## src/rtl/aq_spsram_ctrl.sv

```systemverilog
// Request-side controller for a single-port SRAM: zero-fills the array after reset, then maps a
// valid/ready word request stream onto SRAM accesses with a 2-entry skid buffer on read data.
module aq_spsram_ctrl #(
    parameter int unsigned ADDR_WIDTH = 11,
    parameter int unsigned DATA_WIDTH = 32,
    parameter bit          INIT_EN    = 1'b1
) (
    input  logic                    forever_cpuclk,
    input  logic                    cpurst_b,
    input  logic                    req_vld,
    output logic                    req_rdy,
    input  logic                    req_wr,
    input  logic [ADDR_WIDTH-1:0]   req_addr,
    input  logic [DATA_WIDTH-1:0]   req_wdata,
    input  logic [DATA_WIDTH/8-1:0] req_be,
    output logic                    rsp_vld,
    input  logic                    rsp_rdy,
    output logic [DATA_WIDTH-1:0]   rsp_rdata,
    output logic                    init_done,
    output logic [ADDR_WIDTH-1:0]   ram_a,
    output logic                    ram_cen,
    output logic [DATA_WIDTH-1:0]   ram_d,
    output logic                    ram_gwen,
    output logic [DATA_WIDTH-1:0]   ram_wen,
    input  logic [DATA_WIDTH-1:0]   ram_q
);

    localparam int BE_WIDTH = DATA_WIDTH / 8;

    typedef enum logic [0:0] {StInit, StRun} state_e;

    state_e                       state_q;
    logic [ADDR_WIDTH-1:0]        cnt_q;
    logic                         init_done_q;
    logic [1:0]                   occ_q, occ_d;
    logic                         pend_q;
    logic [1:0]                   fcnt_q, fcnt_d;
    logic [1:0][DATA_WIDTH-1:0]   buf_q, buf_d;

    logic req_fire, rd_fire, wr_fire, rsp_fire, pop_fifo, push_fifo;

    assign req_rdy   = cpurst_b && (state_q == StRun) && (occ_q != 2'd2);
    assign req_fire  = req_vld && req_rdy;
    assign rd_fire   = req_fire && !req_wr;
    assign wr_fire   = req_fire && req_wr && (req_be != '0);

    assign rsp_vld   = cpurst_b && (pend_q || (fcnt_q != 2'd0));
    assign rsp_fire  = rsp_vld && rsp_rdy;
    assign init_done = cpurst_b && init_done_q;

    always_comb begin
        rsp_rdata = '0;
        if (cpurst_b) begin
            if (fcnt_q != 2'd0) begin
                rsp_rdata = buf_q[0];
            end else if (pend_q) begin
                rsp_rdata = ram_q;
            end
        end
    end

    // Data arriving on ram_q must be captured now unless the bypass path consumes it this cycle.
    assign pop_fifo  = rsp_fire && (fcnt_q != 2'd0);
    assign push_fifo = pend_q && ((fcnt_q != 2'd0) || !rsp_rdy);

    always_comb begin
        buf_d  = buf_q;
        fcnt_d = fcnt_q;
        if (pop_fifo) begin
            buf_d[0] = buf_q[1];
            fcnt_d   = fcnt_q - 2'd1;
        end
        if (push_fifo) begin
            buf_d[fcnt_d[0]] = ram_q;
            fcnt_d           = fcnt_d + 2'd1;
        end
    end

    always_comb begin
        occ_d = occ_q;
        if (rd_fire && !rsp_fire) begin
            occ_d = occ_q + 2'd1;
        end else if (!rd_fire && rsp_fire) begin
            occ_d = occ_q - 2'd1;
        end
    end

    always_comb begin
        ram_cen  = 1'b1;
        ram_gwen = 1'b0;
        ram_wen  = '0;
        ram_a    = '0;
        ram_d    = '0;
        if (cpurst_b) begin
            if (state_q == StInit) begin
                ram_cen  = 1'b0;
                ram_gwen = 1'b1;
                ram_wen  = '1;
                ram_a    = cnt_q;
            end else if (rd_fire) begin
                ram_cen = 1'b0;
                ram_a   = req_addr;
            end else if (wr_fire) begin
                ram_cen  = 1'b0;
                ram_gwen = 1'b1;
                ram_a    = req_addr;
                ram_d    = req_wdata;
                for (int i = 0; i < BE_WIDTH; i++) begin
                    ram_wen[8*i +: 8] = {8{req_be[i]}};
                end
            end
        end
    end

    always_ff @(posedge forever_cpuclk) begin
        if (!cpurst_b) begin
            state_q     <= INIT_EN ? StInit : StRun;
            cnt_q       <= '0;
            init_done_q <= 1'b0;
        end else begin
            case (state_q)
                StInit: begin
                    cnt_q <= cnt_q + ADDR_WIDTH'(1);
                    if (cnt_q == '1) begin
                        state_q     <= StRun;
                        init_done_q <= 1'b1;
                    end
                end
                StRun:   init_done_q <= 1'b1;
                default: state_q     <= StInit;
            endcase
        end
    end

    always_ff @(posedge forever_cpuclk) begin
        if (!cpurst_b) begin
            occ_q  <= 2'd0;
            pend_q <= 1'b0;
            fcnt_q <= 2'd0;
            buf_q  <= '0;
        end else begin
            occ_q  <= occ_d;
            pend_q <= rd_fire;
            fcnt_q <= fcnt_d;
            buf_q  <= buf_d;
        end
    end

endmodule
```

## config.mk

```make
export PLATFORM = sky130hd
export DESIGN_NAME = aq_spsram_ctrl
export DESIGN_NICKNAME = d
export VERILOG_FILES = /design/src/rtl/aq_spsram_ctrl.sv
export SDC_FILE = /design/constraint.sdc
export NUM_CORES = 1
export LEC_CHECK = 0
export ABC_AREA = 0
export ABC_CLOCK_PERIOD_IN_PS = 3500
export CAP_MARGIN = 20
export CORE_UTILIZATION = 44
export DETAILED_ROUTE_END_ITERATION = 10
export GPL_TIMING_DRIVEN = 0
export PLACE_DENSITY_LB_ADDON = 0.25
export SETUP_SLACK_MARGIN = 0.4
export SLEW_MARGIN = 20
export SYNTH_ARGS = -nofsm -noshare
export SYNTH_HDL_FRONTEND = slang
export SYNTH_SLANG_ARGS = --single-unit
export TNS_END_PERCENT = 5
```

## constraint.sdc

```tcl
create_clock -name forever_cpuclk -period 3.5 [get_ports forever_cpuclk]
set_clock_uncertainty 0.2 [all_clocks]
set_input_delay 1.05 -clock forever_cpuclk [delete_from_list [all_inputs] [get_ports forever_cpuclk]]
set_output_delay 1.05 -clock forever_cpuclk [all_outputs]
set_load 0.01 [all_outputs]
```

## Word level (Yosys, flattened, before mapping)

Index checks and enable logic that the tools add are counted.

- Add/subtract/negate cells: 5
- Order comparisons: 2
- Equal/unequal tests: 3
- Muxes and demuxes: 36
- Bitwise logic cells: 1
- Reduce and logical (&&, ||, !) cells: 23

Operator list:

| operator | count |
|---|---|
| $mux W32 | 14 |
| $bwmux W64 | 1 |
| $mux W11 | 4 |
| $demux W32 S1 | 1 |
| $logic_and A1 B1 Y1 | 14 |
| $add A11 B1 Y11 const B | 1 |
| $eq A11 B11 Y1 const B | 1 |
| $mux W1 | 11 |
| $mux W2 | 4 |
| $add A2 B1 Y2 const B | 2 |
| $logic_not A1 Y1 | 4 |
| $reduce_bool A2 Y1 | 2 |
| $reduce_bool A4 Y1 | 1 |
| $sub A2 B1 Y2 const B | 2 |
| $logic_or A1 B1 Y1 | 2 |
| $lt A1 B2 Y1 const B | 1 |
| $ne A2 B1 Y1 const B | 1 |
| $ne A2 B2 Y1 const B | 1 |
| $pmux W1 S2 | 1 |
| $ge A1 B1 Y1 const B | 1 |
| $not A1 Y1 | 1 |

- Register bits: 82
- Bits of input ports: 84
- Output and inout bits: 112
- Word-level logic and storage cells: 78

## Depth between registers and ports, before layout

- Depth after elaboration: 12
- Mapped depth: 11
- Depth with buffers taken out: 8

## Least setup slack after synthesis

OpenSTA, ideal clock, no wires.

- Kind: input port to output port
- From: input port cpurst_b
- To: output port ram_wen[10]
- Data arrival time: 2,314 ps
- Required time: 2,250 ps
- Slack: -64 ps
- Cell stages on the path: 5
- Path buffers: 4
- Cells stage by stage: buf_4 > clkbuf_1 > clkbuf_1 > nor2b_1 > buf_4

- Word-level cells in the longest chain between the ends: 9

RTL lines:

| what | RTL line | RTL |
|---|---|---|
| start: declaration | 9 | `input logic cpurst_b,` |
| $logic_and A1 B1 Y1 (2 in a row) | 42 | `assign req_rdy = cpurst_b && (state_q == StRun) && (occ_q != 2'd2);` |
| $logic_and A1 B1 Y1 | 43 | `assign req_fire = req_vld && req_rdy;` |
| $logic_and A1 B1 Y1 (2 in a row) | 45 | `assign wr_fire = req_fire && req_wr && (req_be != '0);` |
| $mux W32 | 103 | `end else if (wr_fire) begin` |
| $mux W32 | 100 | `end else if (rd_fire) begin` |
| $mux W32 | 95 | `if (state_q == StInit) begin` |
| $mux W32 (*) | 94 | `if (cpurst_b) begin` |
| end: declaration | 24 | `output logic [DATA_WIDTH-1:0] ram_wen,` |

Mark *: on every way between the ends. The rest lies on a longest branch, timed or not.

## Worst setup path in the final report

- From: input port cpurst_b
- To: output port ram_wen[9]

Same word-level chain as after synthesis.

==> metrics.md <==
| Metric | Value |
|---|---|
| Logic pwr share | `0.152` |
| Yosys reg bits | `82` |
| Clk buf depth | `2` |
| Total track usage | `0.270` |
| Reg clk slew, reported paths | `80 ps` |
| Status | `finished with violations` |
| Chip width | `approximately 110 um` |
| Routed len/inst | `16.9 um` |
| FMAX | `271 MHz` |
| Max Cap Viol | `0` |
| Residual DRC count | `0` |
| Compound-Gate Fraction of Synth Area | `0.160` |
| Worst IR drop on VDD | `0.160 mV` |
| Most common cell after layout, fill and taps aside | `buf_6` |
| Reg power frac | `0.500` |
| DP HPWL | `about 11000 um` |
| DRT iter0 DRCs | `308` |
| First-pass GRT wire length | `24800 um` |
| Largest family of logic cells by synthesized area | `simple AND/OR/NAND/NOR gates` |
| PwrDens | `between 200 and 250 nW/um^2` |
| DR vias/cell | `5.30` |
| I/O pin cnt | `196` |
| Netlist cell types | `42` |
| Setup TNS Final | `-5630 ps` |
| Proportion of layout cells with a drive suffix above 1 | `0.370` |
| WP data required | `2250 ps` |
| Clk root buf | `clkbuf_8` |
| Final critical-path setup slack | `-192 ps` |
| TritonCTS clock tree | `built` |
| Clock power frac | `0.349` |
| Initial antenna violation count | `1` |
| Worst Path Arrival | `around 2400 ps` |
| Global route overflow | `0` |
| Fin. max-slew vios | `0` |
| Synth Cell Area | `4940 sq um` |
| Hold crit path type | `reg2reg` |
| Setup crit start kind | `input pin` |
| DRT antenna net count | `0` |
| Register area | `1650 sq um` |
| Area growth syn-to-layout | `60.5%` |
| Post-synth EDFFs | `0` |
| CP endpoint kind | `primary output` |
| Final period util | `1.05` |
| Overall power | `~1.9 mW` |
| Layout fillers | `810` |
| Worst-path maximum fanout | `5` |
| Cts bufs inserted | `9` |
| Async set-reset flop share out of synthesis | `0` |
| Row count | `38` |
| GP Congestion | `about 0.8` |
| Seq/Total Area, Yosys | `0.332` |
| Pre-CTS setup slack | `-889 ps` |
| Reg2Reg Setup Slack | `960 ps` |
| Fin util | `0.729` |
| Internal power | `between 1 and 1.5 mW` |
| Via Count | `~5100` |
| Die area | `~12000 sq um` |
| Synth Area in Adders | `0.0101` |
| Violated checks | `setup timing` |
| Syn Area/Cell | `~8.8 sq um` |
| Area of the core | `between 10000 and 15000 sq um` |
| Largest net degree at the start of global routing | `16` |
| Worst-Skew Late Latency | `360 ps` |
| Final instance area | `7940 sq um` |
| Vias in the first global route | `~5000` |
| Relative slew margins | `0.618` |
| Most frequent cells in the layout | `87 x buf_6, 80 x dfxtp_1, 65 x mux2i_1` |
| Mux cell area share after synthesis | `0.135` |
| P_sw | `482 uW` |
| Post-Syn Instances | `561` |
| Area of the multi-input gates | `3100 sq um` |
| H-tree depth | `3` |
| Total wire length | `approximately 16000 um` |
| Post-Synth XOR/XNOR Area | `0.0177` |
| Slew @ Worst Pin | `573 ps` |
| Port buffer count | `194` |
| Setup Viol. Count Final | `68` |
| CP Class | `in2out` |
| Leakage power | `3.87 nW` |
| Initial Util | `0.454` |
| Switching share of total power | `0.257` |
| # nets final | `900` |
| Area share of and/or/nand/nor cells after synthesis | `0.256` |
| Final min period | `3690 ps` |
| YS warnings | `0` |
| DP Area | `7230 sq um` |
| RSZ-0062 raised after global routing | `yes` |
| Most used DFF post-synth | `dfxtp_1` |
| Die Span Y | `108 um` |
| Final hold violations | `0` |
| Synth Net Count | `649` |
| Drt pass-1 iters | `5` |
| Clock Sinks | `about 80` |
[cell usage after synthesis, drive strengths merged (2+ instances only)]
cell type	count	area share
dfxtp	82	0.33
mux2i	65	0.13
nor2b	50	0.063
buf	46	0.063
and2	42	0.053
nand2	41	0.032
a21boi	36	0.055
nand3	33	0.033
nand2b	32	0.040
o211a	32	0.065
clkbuf	29	0.022
a22oi	10	0.015
a21oi	7	0.0071
xnor2	7	0.012
o21ai	6	0.0061
inv	5	0.0038
ha	4	0.010
nor4	4	0.0051
nand4	3	0.0038
or3	3	0.0038
xor2	3	0.0053
and3	2	0.0025
nor2	2	0.0015
nor4b	2	0.0066
o21a	2	0.0030
[routing by layer]
metal  up-vias  GRT usage  share of wire
li1       2407          -              -
met1      2438      0.322           0.41
met2       201      0.487           0.51
met3        33     0.0542          0.065
met4         0     0.0802          0.017
met5         -          0              0
[state kept, by name (all words and copies together) (netlist names)]
name / cells
buf_q: 64
cnt_q: 11
fcnt_q: 2
occ_q: 2
init_done_q: 1
pend_q: 1
state_q: 1
[critical path: stages]
cell and delay (ps):
buf_12 90, nand2_8 60, nor4b_4 380, buf_4 210, a21oi_4 60, nor2b_4 210, buf_6 140, buf_6 90
buf_6 80, buf_6 80
[cells by family (layout without fill, tap and decap cells)]
| group | after synthesis | count (layout) |
|---|---|---|
| buffers and inverters | 81 | 337 |
| AO/OA/AOI/OAI | 97 | 97 |
| AND/OR/NAND/NOR | 221 | 221 |
| flip-flops | 82 | 82 |
| other | 0 | 1 |
| multiplexers | 66 | 66 |
| adder cells (fa/ha/maj) | 4 | 4 |
| XOR/XNOR | 10 | 10 |
[timing repair]
item                       in CTS  in global routing
cloned                          3                  0
pin swaps                      43                  6
resized for setup             617                 68
setup buffers                  37                  6
setup endpoints to repair     142                141
hold buffers                    0                  0
[power by group through the flow]
stage / clock network (mW) / registers (mW) / logic (mW)
finish: 0.654 / 0.937 / 0.284
global route: 0.702 / 0.937 / 0.301
CTS: 0.658 / 0.937 / 0.272
detailed placement: 0 / 0.959 / 0.258
global placement: 0 / 0.959 / 0.253
floorplan: 0 / 0.959 / 0.0900
[final cells by class]
cell class / instances / share of cell area
well taps: 140 / 0.0221
diodes: 1 / 0.000315
inverters: 6 / 0.00284
multi-input cells: 398 / 0.390
repair buffers: 240 / 0.275
clock inverters: 6 / 0.00615
flip-flops and latches: 82 / 0.207
plain buffers: 75 / 0.0790
clock buffers: 10 / 0.0173
[metrics by stage]
step           hold slack (ps)  std cells
2_1_floorplan              241        561
3_3_place_gp               254        895
3_5_place_dp               261        895
4_1_cts                    285        951
5_1_grt                    312        958
6_report                   283        958
[path summary, 6_finish.rpt]
kind | from | end | depth (start not counted)
worst min-delay path | init_done_q | init_done_q | 1
worst max register to register | fcnt_q[0] | buf_q[35] | 11
worst min register to register | init_done_q | init_done_q | 1
worst max-delay path | cpurst_b | ram_wen[9] | 10
Note: power is estimated with default switching activity, not from simulation.
